File: src/rtl/alu_mc_param.sv
// Multi-cycle ALU: single-cycle logic/arithmetic, iterative shifts (1 bit/cycle) and shift-add
// multiply, with registered result/flags and a START/BUSY/DONE handshake.
module alu_mc_param #(
    parameter int WIDTH = 8,
    parameter int SHW   = $clog2(WIDTH)
) (
    input  logic             i_clk,
    input  logic             i_reset,
    input  logic             i_start,
    input  logic [3:0]       i_op,
    input  logic [WIDTH-1:0] i_inputa,
    input  logic [WIDTH-1:0] i_inputb,
    output logic             o_busy,
    output logic             o_done,
    output logic [WIDTH-1:0] o_out,
    output logic             o_cf,
    output logic             o_zf,
    output logic             o_br_flag
);

    typedef enum logic [1:0] {
        StIdle,
        StShift,
        StMul,
        StFin
    } state_t;

    localparam logic [3:0] OpAdd   = 4'd0;
    localparam logic [3:0] OpAdc   = 4'd1;
    localparam logic [3:0] OpSub   = 4'd2;
    localparam logic [3:0] OpXor   = 4'd3;
    localparam logic [3:0] OpNot   = 4'd4;
    localparam logic [3:0] OpSra   = 4'd5;
    localparam logic [3:0] OpSrl   = 4'd6;
    localparam logic [3:0] OpSll   = 4'd7;
    localparam logic [3:0] OpMul   = 4'd8;
    localparam logic [3:0] OpCmplt = 4'd9;
    localparam logic [3:0] OpCmpmh = 4'd10;

    localparam logic [SHW:0] CntOne = (SHW+1)'(1);
    localparam logic [SHW:0] CntMul = (SHW+1)'(WIDTH);

    state_t             r_state;
    logic [3:0]         r_op;
    logic [WIDTH-1:0]   r_mcand;
    logic [WIDTH-1:0]   r_work;
    logic [2*WIDTH-1:0] r_acc;
    logic [SHW:0]       r_cnt;
    logic [WIDTH-1:0]   r_out;
    logic               r_cf;
    logic               r_zf;
    logic               r_br;

    state_t             w_state;
    logic [3:0]         w_op;
    logic [WIDTH-1:0]   w_mcand;
    logic [WIDTH-1:0]   w_work;
    logic [2*WIDTH-1:0] w_acc;
    logic [SHW:0]       w_cnt;
    logic [WIDTH-1:0]   w_out;
    logic               w_cf;
    logic               w_zf;
    logic               w_br;
    logic               w_out_upd;

    logic               w_accept;
    logic [SHW-1:0]     w_n;
    logic               w_cin;
    logic [WIDTH:0]     w_sum;
    logic [WIDTH-1:0]   w_shift_val;
    logic               w_shift_bit;
    logic [WIDTH:0]     w_mul_hi;
    logic [2*WIDTH-1:0] w_mul_val;

    assign w_accept = i_start && (r_state == StIdle || r_state == StFin);
    assign w_n      = i_inputb[SHW-1:0];
    assign w_cin    = (i_op == OpAdc) && r_cf;
    assign w_sum    = {1'b0, i_inputa} + {1'b0, i_inputb} + {{WIDTH{1'b0}}, w_cin};

    // One shift step on the working register; the bit falling off becomes CF on the last step.
    always_comb begin
        w_shift_val = {1'b0, r_work[WIDTH-1:1]};
        w_shift_bit = r_work[0];
        case (r_op)
            OpSra: w_shift_val = {r_work[WIDTH-1], r_work[WIDTH-1:1]};
            OpSll: begin
                w_shift_val = {r_work[WIDTH-2:0], 1'b0};
                w_shift_bit = r_work[WIDTH-1];
            end
            default: ;
        endcase
    end

    // Shift-add step: multiplier sits in the low half and is consumed LSB first.
    assign w_mul_hi  = {1'b0, r_acc[2*WIDTH-1:WIDTH]} +
                       (r_acc[0] ? {1'b0, r_mcand} : {(WIDTH+1){1'b0}});
    assign w_mul_val = {w_mul_hi, r_acc[WIDTH-1:1]};

    always_comb begin
        w_state   = r_state;
        w_op      = r_op;
        w_mcand   = r_mcand;
        w_work    = r_work;
        w_acc     = r_acc;
        w_cnt     = r_cnt;
        w_out     = r_out;
        w_cf      = r_cf;
        w_br      = r_br;
        w_out_upd = 1'b0;

        case (r_state)
            StIdle, StFin: begin
                if (w_accept) begin
                    w_op    = i_op;
                    w_state = StFin;
                    case (i_op)
                        OpAdd, OpAdc: begin
                            {w_cf, w_out} = w_sum;
                            w_out_upd     = 1'b1;
                        end
                        OpSub: begin
                            w_out     = i_inputa - i_inputb;
                            w_cf      = (i_inputa < i_inputb);
                            w_out_upd = 1'b1;
                        end
                        OpXor: begin
                            w_out     = i_inputa ^ i_inputb;
                            w_out_upd = 1'b1;
                        end
                        OpNot: begin
                            w_out     = ~i_inputb;
                            w_out_upd = 1'b1;
                        end
                        OpSra, OpSrl, OpSll: begin
                            if (w_n == '0) begin
                                w_out     = i_inputa;
                                w_out_upd = 1'b1;
                            end else begin
                                w_work  = i_inputa;
                                w_cnt   = {1'b0, w_n};
                                w_state = StShift;
                            end
                        end
                        OpMul: begin
                            w_mcand = i_inputa;
                            w_acc   = {{WIDTH{1'b0}}, i_inputb};
                            w_cnt   = CntMul;
                            w_state = StMul;
                        end
                        OpCmplt: w_br = ($signed(i_inputa) < $signed(i_inputb));
                        OpCmpmh: w_br = (i_inputa[WIDTH-1:WIDTH/2] == i_inputb[WIDTH-1:WIDTH/2]);
                        default: begin
                            w_out     = '0;
                            w_out_upd = 1'b1;
                        end
                    endcase
                end else if (r_state == StFin) begin
                    w_state = StIdle;
                end
            end
            StShift: begin
                w_work = w_shift_val;
                w_cnt  = r_cnt - CntOne;
                if (r_cnt == CntOne) begin
                    w_out     = w_shift_val;
                    w_cf      = w_shift_bit;
                    w_out_upd = 1'b1;
                    w_state   = StFin;
                end
            end
            StMul: begin
                w_acc = w_mul_val;
                w_cnt = r_cnt - CntOne;
                if (r_cnt == CntOne) begin
                    w_out     = w_mul_val[WIDTH-1:0];
                    w_cf      = |w_mul_val[2*WIDTH-1:WIDTH];
                    w_out_upd = 1'b1;
                    w_state   = StFin;
                end
            end
            default: w_state = StIdle;
        endcase

        w_zf = w_out_upd ? (w_out == '0) : r_zf;
    end

    always_ff @(posedge i_clk) begin
        if (i_reset) begin
            r_state <= StIdle;
            r_op    <= '0;
            r_mcand <= '0;
            r_work  <= '0;
            r_acc   <= '0;
            r_cnt   <= '0;
            r_out   <= '0;
            r_cf    <= 1'b0;
            r_zf    <= 1'b0;
            r_br    <= 1'b0;
        end else begin
            r_state <= w_state;
            r_op    <= w_op;
            r_mcand <= w_mcand;
            r_work  <= w_work;
            r_acc   <= w_acc;
            r_cnt   <= w_cnt;
            r_out   <= w_out;
            r_cf    <= w_cf;
            r_zf    <= w_zf;
            r_br    <= w_br;
        end
    end

    assign o_busy    = (r_state == StShift) || (r_state == StMul);
    assign o_done    = (r_state == StFin);
    assign o_out     = r_out;
    assign o_cf      = r_cf;
    assign o_zf      = r_zf;
    assign o_br_flag = r_br;

endmodule

File: config.mk
export PLATFORM = sky130hd
export DESIGN_NAME = alu_mc_param
export DESIGN_NICKNAME = d
export VERILOG_FILES = /design/src/rtl/alu_mc_param.sv
export SDC_FILE = /design/constraint.sdc
export NUM_CORES = 1
export LEC_CHECK = 0
export BUFFER_PORTS_ARGS = -buffer_cell sky130_fd_sc_hd__buf_2
export CAP_MARGIN = 20
export CORE_MARGIN = 2
export CORE_UTILIZATION = 56
export DETAILED_ROUTE_END_ITERATION = 16
export PLACE_DENSITY = 0.75
export SETUP_SLACK_MARGIN = 0.3
export SLEW_MARGIN = 10
export SYNTH_ARGS = -nofsm -noshare
export SYNTH_HDL_FRONTEND = slang
export SYNTH_SLANG_ARGS = --single-unit
File: constraint.sdc
create_clock -name i_clk -period 4.2 [get_ports i_clk]
set_input_delay 0.63 -clock i_clk [delete_from_list [all_inputs] [get_ports i_clk]]
set_output_delay 0.63 -clock i_clk [all_outputs]
set_load 0.01 [all_outputs]
==> impl_metrics.tcl, run 1 <==
set metrics [dict create \
    status "finished, final reports clean" \
    dr.first_iter.drc_count 437 \
    path_class "input pin to flop" \
    crit_family "compound AO/OA/AOI/OAI gates" \
    antenna_cells 0 \
    gr-total-overflow 0 \
    ioPinCount 36 \
    clock-sinks 53 \
    dpl-instance-area_um2 4510 \
    tightest_slew_ns 0.977 \
    cts_resized 0 \
    irDropWorstVdd_uv 237 \
    clockBufferDepth 2 \
    syn_area_um2 4380 \
    cp-end-kind "flop" \
    mostFrequentLayoutCell "nor2_1" \
    dieArea_um2 8550 \
    initial_core_util_pct 57.3 \
    die_h_um 92.5 \
    drc 0 \
    fillers 712 \
    grt_pass1_vias 3915 \
    post_route_cells_drive_above_1_share_pct 14.7 \
    dr_total_vias 4220 \
    seq_area_frac_synth_pct 24.2 \
    rsz0062_at_grt "false" \
    antenna_left 0 \
    syn_area_per_cell_um2 7.97 \
    track_usage_pct 30.1 \
    cts-root-buf "clkbuf_8" \
    worstPathMaxFanout 24 \
    postCtsSetupBuffers 0 \
    synth_cell_types 89 \
    portBuffers 35 \
    cts_buffers 5 \
    path_clk_slew_ns 0.10 \
    post-route-period-util_pct 84.1 \
    cts_tree "built" \
    relSlewSlack_pct 34.9 \
    yosysWarnings 0 \
    synthArstFlopShare_pct 0 \
    postCtsHoldBufs 0 \
    worst_setup_path_start_kind "input pin" \
    finalSetupTns_ns 0 \
    drt-vias-per-instance 6.33 \
    wl_per_cell_um 18.9 \
    hold_path_class "flop to flop" \
    dr.pass1.iters 5 \
    path_buf_inv 1 \
    grt_max_degree 28 \
    syn-num-nets 605 \
    cpMaxStageDelayCell "fa_1" \
    num_rows 32 \
    htree_levels 2 \
    total_power_uw 2060 \
    synth-seq-cells 53 \
    total_leakage_power_uw 0.00193 \
    max_freq_mhz 283 \
    dp_hpwl_um 9690 \
    final_cell_mix "64 x nor2_1, 54 x nand2_1, 53 x dfxtp_1, 51 x a21oi_1, 35 x buf_2" \
    grt_pass1_wl_um 20300 \
    nets 619 \
    synthFlopType "dfxtp_1" \
    fin_skew_ns 0.0101 \
    grt_antenna_before_repair 0 \
    fin_util_pct 60.5 \
    report.final.slew_viol_count 0 \
    hold_viol 0 \
    die_width_um 92.5 \
    finalSetupViolations 0 \
    worst_ep_required_time_ns 4.43 \
    power_density_nw_per_um2 445 \
    synth-edff-count 0 \
    core-area_um2 7650 \
    arrival_ns 3.77 \
    fin_crit_ns 3.53 \
    drt_wl_total_um 12600 \
    place.gp.congestion 1.01 \
    area_delta_synth_final_pct 5.54 \
    worstSkewPairLatency_ns 0.31 \
    cp_slowest_stage_delay_ns 0.42 \
    maxCapViolCount 0 \
    final_area_um2 4630 \
    crit_chain "buf_2, nor3_2, and3_1, fa_1, fa_1, nor2b_1, o311ai_1, a21oi_1, o21ai_0, a21oi_1, a311o_1, o31ai_2" \
    postSynthCellCount 550 \
]
## tightest hold or removal path: cells and delay by family, from the launching register on
kind	cells	cell delay, ns
and+or+nand+nor	1	0.05
DFF	1	0.32
AOI/OAI and AO/OA	1	0.05
## final cells by class
class	count	area [um^2]	share of cell area, %
repair buffers	40	213	4.60
inverters	31	116	2.52
clock inverters	1	30.0	0.649
multi-input cells	433	2990	64.7
flip-flops and latches	53	1060	22.9
clock buffers	7	86.3	1.87
well taps	102	128	2.76
## logic make-up after synthesis
kind of cell    synth area share (%)
flops                           24.2
buf+inv                         7.54
mux                             4.48
compound gates                  28.1
fa+ha+maj                       9.82
xor+xnor                        2.20
simple gates                    23.7
## Yosys cell counts, types with 4 or more instances
cell,count,area (um^2)
fa_1,4,80.1
a31oi_1,7,43.8
buf_2,9,45.0
o21ai_0,15,75.1
a21o_1,12,90.1
nor2b_1,6,37.5
and2_1,14,87.6
o21ai_1,4,20.0
or3_1,5,31.3
o31ai_1,4,30.0
inv_1,30,113
mux2i_1,17,170
o22ai_1,6,37.5
buf_6,5,56.3
a21oi_1,51,255
xnor2_1,8,70.1
a211oi_1,22,165
a22oi_1,5,37.5
nand2_1,54,203
clkbuf_1,13,48.8
a221oi_1,6,52.6
nand3_1,8,40.0
nor2_1,64,240
ha_1,28,350
nor3_1,6,30.0
a221oi_2,4,60.1
o21a_1,6,45.0
dfxtp_1,53,1060
## per-stage QoR
stage | setup WS, ns | cells | hold slack (ns)
6_report | 0.669 | 667 | 0.459
5_1_grt | 0.443 | 667 | 0.479
3_5_place_dp | 0.421 | 659 | 0.447
4_1_cts | 0.743 | 667 | 0.460
2_1_floorplan | 0.965 | 550 | 0.432
3_3_place_gp | 0.516 | 659 | 0.439
## report_power, final
part           total, uW  internal (uW)  leakage [uW]  switching [uW]
sequential           693            595      0.000431            97.4
combinational        998            362       0.00144             636
clock                369            195     0.0000585             175
total               2060           1150       0.00193             908
## state kept, by name, summed over array words and instances (netlist names)
signal / count
r_acc: 16
o_out: 8
r_mcand: 8
r_work: 8
r_cnt: 4
r_op: 4
r_state: 2
o_br_flag: 1
o_cf: 1
o_zf: 1
## path summary, 6_finish.rpt
kind | start | endpoint | slack (ns) | depth (start not counted)
setup / recovery | i_op[1] | o_zf | 0.67 | 12
hold / removal | r_mcand[4] | r_mcand[4] | 0.46 | 2
setup reg to reg | r_acc[0] | o_cf | 1.13 | 10
hold reg to reg | r_mcand[4] | r_mcand[4] | 0.46 | 2
## per-layer routing
metal / GRT usage (%) / part of all wire [%] / up-vias / wire, um
met1: 42.5 / 44 / 1975 / 5550
li1: - / - / 2020 / -
met5: 0 / 0 / - / 0
met4: 8.96 / 2.7 / 0 / 335
met2: 47.8 / 45 / 197 / 5650
met3: 4.31 / 8.6 / 28 / 1080
Power figures use the tool's default switching activity.
==> inputs of run 2 (changes only) <==
--- a/config.mk
+++ b/config.mk
@@ -8,9 +8,9 @@
 export BUFFER_PORTS_ARGS = -buffer_cell sky130_fd_sc_hd__buf_2
 export CAP_MARGIN = 20
 export CORE_MARGIN = 2
-export CORE_UTILIZATION = 56
+export CORE_UTILIZATION = 55
 export DETAILED_ROUTE_END_ITERATION = 16
-export PLACE_DENSITY = 0.75
+export PLACE_DENSITY = 0.77
 export SETUP_SLACK_MARGIN = 0.3
 export SLEW_MARGIN = 10
 export SYNTH_ARGS = -nofsm -noshare
==> constraint.sdc (replaced) <==
create_clock -name i_clk -period 2.94 [get_ports i_clk]
set_input_delay 0.441 -clock i_clk [delete_from_list [all_inputs] [get_ports i_clk]]
set_output_delay 0.441 -clock i_clk [all_outputs]
set_load 0.01 [all_outputs]
==> impl_metrics.tcl, run 2 (synthesized netlist as in run 1, its figures left out) <==
set metrics [dict create \
    status "finished, final reports clean" \
    irDropWorstVdd_uv 269 \
    num_rows 32 \
    grt_antenna_before_repair 0 \
    path_class "flop to flop" \
    die_width_um 93.3 \
    worst_slack_ns 0.241 \
    finalSetupTns_ns 0 \
    postCtsSetupBuffers 0 \
    fin_skew_ns 0.00608 \
    regMostFlops "r_acc" \
    report.final.slew_viol_count 0 \
    crit_chain "and3_4, fa_2, fa_2, nor2b_4, o311ai_2, o31ai_2, xnor2_1, a31oi_1, nand4_1, o31ai_2" \
    placed_cells 670 \
    drc 0 \
    antenna_left 0 \
    cp_slowest_stage_delay_ns 0.39 \
    area_delta_synth_final_pct 8.88 \
    min_from "i_inputa[7]" \
    arrival_ns 2.94 \
    path_clk_slew_ns 0.11 \
    max_freq_mhz 371 \
    dr_total_vias 4410 \
    nets 631 \
    worst_ep_required_time_ns 3.18 \
    initial_core_util_pct 56.7 \
    power_density_nw_per_um2 610 \
    grt_max_degree 39 \
    worst_setup_path_start_kind "flop" \
    worstSetupStartpoint "o_cf" \
    track_usage_pct 30.8 \
    dieArea_um2 8700 \
    hold_path_class "input pin to flop" \
    post-place-ws_ns 0.0278 \
    antenna_cells 0 \
    relSlewSlack_pct 47.4 \
    cts_tree "built" \
    post_route_cells_drive_above_1_share_pct 18.9 \
    die_h_um 93.3 \
    grt_pass1_wl_um 21100 \
    portBuffers 35 \
    hold_viol 0 \
    drt-vias-per-instance 6.49 \
    finalSetupViolations 0 \
    tightest_slew_ns 0.789 \
    cts-root-buf "clkbuf_8" \
    clockBufferDepth 2 \
    dp_hpwl_um 9790 \
    fillers 704 \
    fin_crit_ns 2.70 \
    cpMaxStageDelayCell "fa_2" \
    clock-sinks 53 \
    grt_pass1_vias 4103 \
    final_cell_mix "64 x nor2_1, 54 x nand2_1, 51 x dfxtp_1, 50 x a21oi_1, 35 x buf_2" \
    htree_levels 2 \
    drt_wl_total_um 13100 \
    worstSkewPairLatency_ns 0.31 \
    instances_no_fill 679 \
    maxCapViolCount 0 \
    worstPathMaxFanout 3 \
    r2r-start "o_cf" \
    mostFrequentLayoutCell "nor2_1" \
    gr-total-overflow 0 \
    wl_per_cell_um 19.2 \
    ioPinCount 36 \
    largest_reg_flops 16 \
    rsz0062_at_grt "true" \
    cts_buffers 5 \
    cp-end-kind "flop" \
    dr.pass1.iters 6 \
    place.gp.congestion 0.989 \
    postCtsHoldBufs 0 \
    core-area_um2 7730 \
    post-route-period-util_pct 91.8 \
    total_leakage_power_uw 0.00199 \
    dr.first_iter.drc_count 353 \
]
-- run 2: cell types whose count changed in the layout (fill, tap and decap cells not counted), sizes merged --
cell,delta
buf,+12
bufinv,-1
clkbuf,-1
clkinv,+1
inv,+1
-- run 2: critical path, delay by kind of cell (launching register included) --
family	cells	cell delay (ns)
flops	1	0.36
simple gates	3	0.47
fa+ha+maj	2	0.77
xor+xnor	1	0.14
compound gates	4	0.87
-- run 2: repair_timing --
| item | CTS | global route |
|---|---|---|
| setup endpoints to repair | 3 | 3 |
| gates cloned | 0 | 0 |
| pin swaps | 1 | 5 |
| hold endpoints to repair | 0 | 0 |
| resized for setup | 6 | 7 |
-- run 2: path summary, 6_finish.rpt --
check	to	slack (ns)	cells past startpoint
max reg2reg	o_zf	0.24	10
max	o_zf	0.24	10
min	r_mcand[7]	0.43	3
min reg2reg	r_mcand[1]	0.46	2
-- run 2: area by class of cell --
cell class | instances | area, um^2 | area share [%]
multi-input combinational | 433 | 3080 | 64.4
clock inverter | 2 | 13.8 | 0.288
sequential | 53 | 1060 | 22.3
inverter | 31 | 116 | 2.44
tap | 102 | 128 | 2.67
clock buffer | 6 | 72.6 | 1.52
timing repair buffer | 52 | 303 | 6.35
-- run 2: power breakdown --
| group | switching (uW) | leakage (uW) | internal (uW) |
|---|---|---|---|
| clock network | 265 | 0.0000456 | 171 |
| registers | 131 | 0.000432 | 852 |
| logic | 945 | 0.00151 | 550 |
-- run 2: stage by stage --
step	power [uW]	area, um^2	utilization [%]	hold WS [ns]
after floorplan	2030	4410	-	0.432
after global placement	2390	4620	59.7	0.439
after detailed placement	2420	4620	59.7	0.445
after CTS	2850	4730	61.2	0.426
after global routing	3110	4770	61.8	0.437
final	2910	4770	61.8	0.430
-- run 2: routing by layer --
layer	vias to the layer above	share of wire (%)	track usage, %	wire (um)
li1	2055	-	-	-
met1	2074	42	41.2	5540
met2	219	45	49.3	5870
met3	62	8.0	4.83	1040
met4	0	4.7	12.7	616
met5	-	0	0	0
==> inputs of run 3 (changes only) <==
--- a/config.mk
+++ b/config.mk
@@ -10,7 +10,7 @@
 export CORE_MARGIN = 2
 export CORE_UTILIZATION = 55
 export DETAILED_ROUTE_END_ITERATION = 16
-export PLACE_DENSITY = 0.77
+export PLACE_DENSITY = 0.76
 export SETUP_SLACK_MARGIN = 0.3
 export SLEW_MARGIN = 10
 export SYNTH_ARGS = -nofsm -noshare
==> impl_metrics.tcl, run 3 (synthesized netlist as in run 1, its figures left out) <==
set metrics [dict create \
    grt_pass1_wl_um 21200 \
    antenna_cells 0 \
    grt_antenna_before_repair 0 \
    worst_setup_path_start_kind "flop" \
    grt_pass1_vias 4076 \
    r2r-start "o_cf" \
    worst_ep_required_time_ns 3.19 \
    dpl-instance-area_um2 4650 \
    dp_hpwl_um 10100 \
    dr.first_iter.drc_count 389 \
    drc 0 \
    fin_skew_ns 0.00770 \
    fin_crit_ns 2.58 \
    drt_wl_total_um 13400 \
    drt-vias-per-instance 6.43 \
    worstSkewPairLatency_ns 0.32 \
    status "finished, final reports clean" \
    die_h_um 93.3 \
    post-route-period-util_pct 87.8 \
    r2r-end "o_zf" \
    cts_tree "built" \
    reg2reg_slack_ns 0.36 \
    portBuffers 35 \
    total_leakage_power_uw 0.00202 \
    maxCapViolCount 0 \
    finalSetupViolations 0 \
    wl_per_cell_um 19.6 \
    path_clk_slew_ns 0.10 \
    mostFrequentLayoutCell "nor2_1" \
    dr.pass1.iters 6 \
    clock-sinks 53 \
    regMostFlops "r_acc" \
    dieArea_um2 8700 \
    area_delta_synth_final_pct 10.5 \
    grt_max_degree 51 \
    clockBufferDepth 2 \
    holdPathEnd "r_mcand[0]" \
    hold_viol 0 \
    worstPathMaxFanout 3 \
    largest_reg_flops 16 \
    place.gp.congestion 1.03 \
    cts-root-buf "clkbuf_8" \
    min_from "i_inputa[0]" \
    post_route_cells_drive_above_1_share_pct 20.1 \
    report.final.slew_viol_count 0 \
    hold_slack_ns 0.443 \
    cts_buffers 5 \
    ioPinCount 36 \
    core-area_um2 7730 \
    dr_total_vias 4406 \
    rsz0062_at_grt "true" \
    reg2reg_depth 10 \
    cp-end-kind "flop" \
    gr-total-overflow 0 \
    final_area_um2 4840 \
    max_freq_mhz 387 \
    track_usage_pct 31.2 \
    irDropWorstVdd_uv 347 \
    initial_core_util_pct 56.7 \
    htree_levels 2 \
    postCtsHoldBufs 0 \
    arrival_ns 2.83 \
    num_rows 32 \
    path_class "flop to flop" \
    relSlewSlack_pct 49.7 \
    hold_path_class "input pin to flop" \
    nets 637 \
    power_density_nw_per_um2 609 \
    antenna_left 0 \
    whs_path_depth 3 \
    tightest_slew_ns 0.755 \
    final_cell_mix "64 x nor2_1, 54 x nand2_1, 51 x dfxtp_1, 50 x a21oi_1, 35 x buf_2" \
    die_width_um 93.3 \
]
-- run 3: worst max-delay path by stage --
stage	startpoint	to	slack (ns)
floorplan	i_op[0]	o_out[6]	0.13
global placement	r_acc[0]	o_cf	0.002
detailed placement	r_acc[0]	o_cf	-0.09
CTS	r_acc[0]	o_cf	0.30
global route	o_cf	o_zf	0.27
finish	o_cf	o_zf	0.36
-- run 3: metrics by stage --
step                      std cells  total power (uW)  setup TNS (ns)  setup slack (ns)  util (%)
after floorplan                 550              2030               0             0.133         -
after global placement          675              2420               0           0.00250      60.2
after detailed placement        675              2440         -0.0931           -0.0931      60.2
after CTS                       683              2880               0             0.305      61.9
after global routing            685              3130               0             0.271      62.7
final                           685              2950               0             0.358      62.7
-- run 3: worst max-delay path, stage by stage, from the launching register on --
cell	delay, ns
dfxtp_2	0.35
and3_4	0.17
fa_2	0.37
fa_2	0.38
nor2b_4	0.15
o311ai_4	0.21
o31ai_2	0.11
xnor2_1	0.14
a31oi_1	0.22
nand4_1	0.17
o31ai_2	0.23
-- run 3: timing repair --
item	in CTS	in global routing
setup endpoints to repair	3	4
buffers inserted	0	2
pin swaps	1	6
cloned	0	0
resized for setup	7	12
-- run 3: layer usage --
| layer | share of wire, % | global-route usage, % | up-vias | wire length (um) |
|---|---|---|---|---|
| met5 | 0 | 0 | - | 0 |
| met4 | 2.2 | 7.35 | 0 | 288 |
| met3 | 11 | 6.12 | 36 | 1410 |
| met2 | 44 | 48.4 | 234 | 5900 |
| met1 | 43 | 44.5 | 2069 | 5800 |
| li1 | - | - | 2067 | - |
-- run 3: final cells by class --
type	instances	area, um^2
Clock buffer	5	68.8
Timing Repair Buffer	58	348
Multi-Input combinational cell	433	3100
Tap cell	102	128
Clock inverter	3	21.3
Sequential cell	53	1070
Inverter	31	116
Fill cell	675	2880
-- run 3: power breakdown --
| part | switching [uW] | leakage [uW] | internal (uW) | total (uW) |
|---|---|---|---|---|
| Sequential | 122 | 0.000432 | 853 | 976 |
| Combinational | 973 | 0.00154 | 565 | 1540 |
| Clock | 268 | 0.0000445 | 170 | 438 |
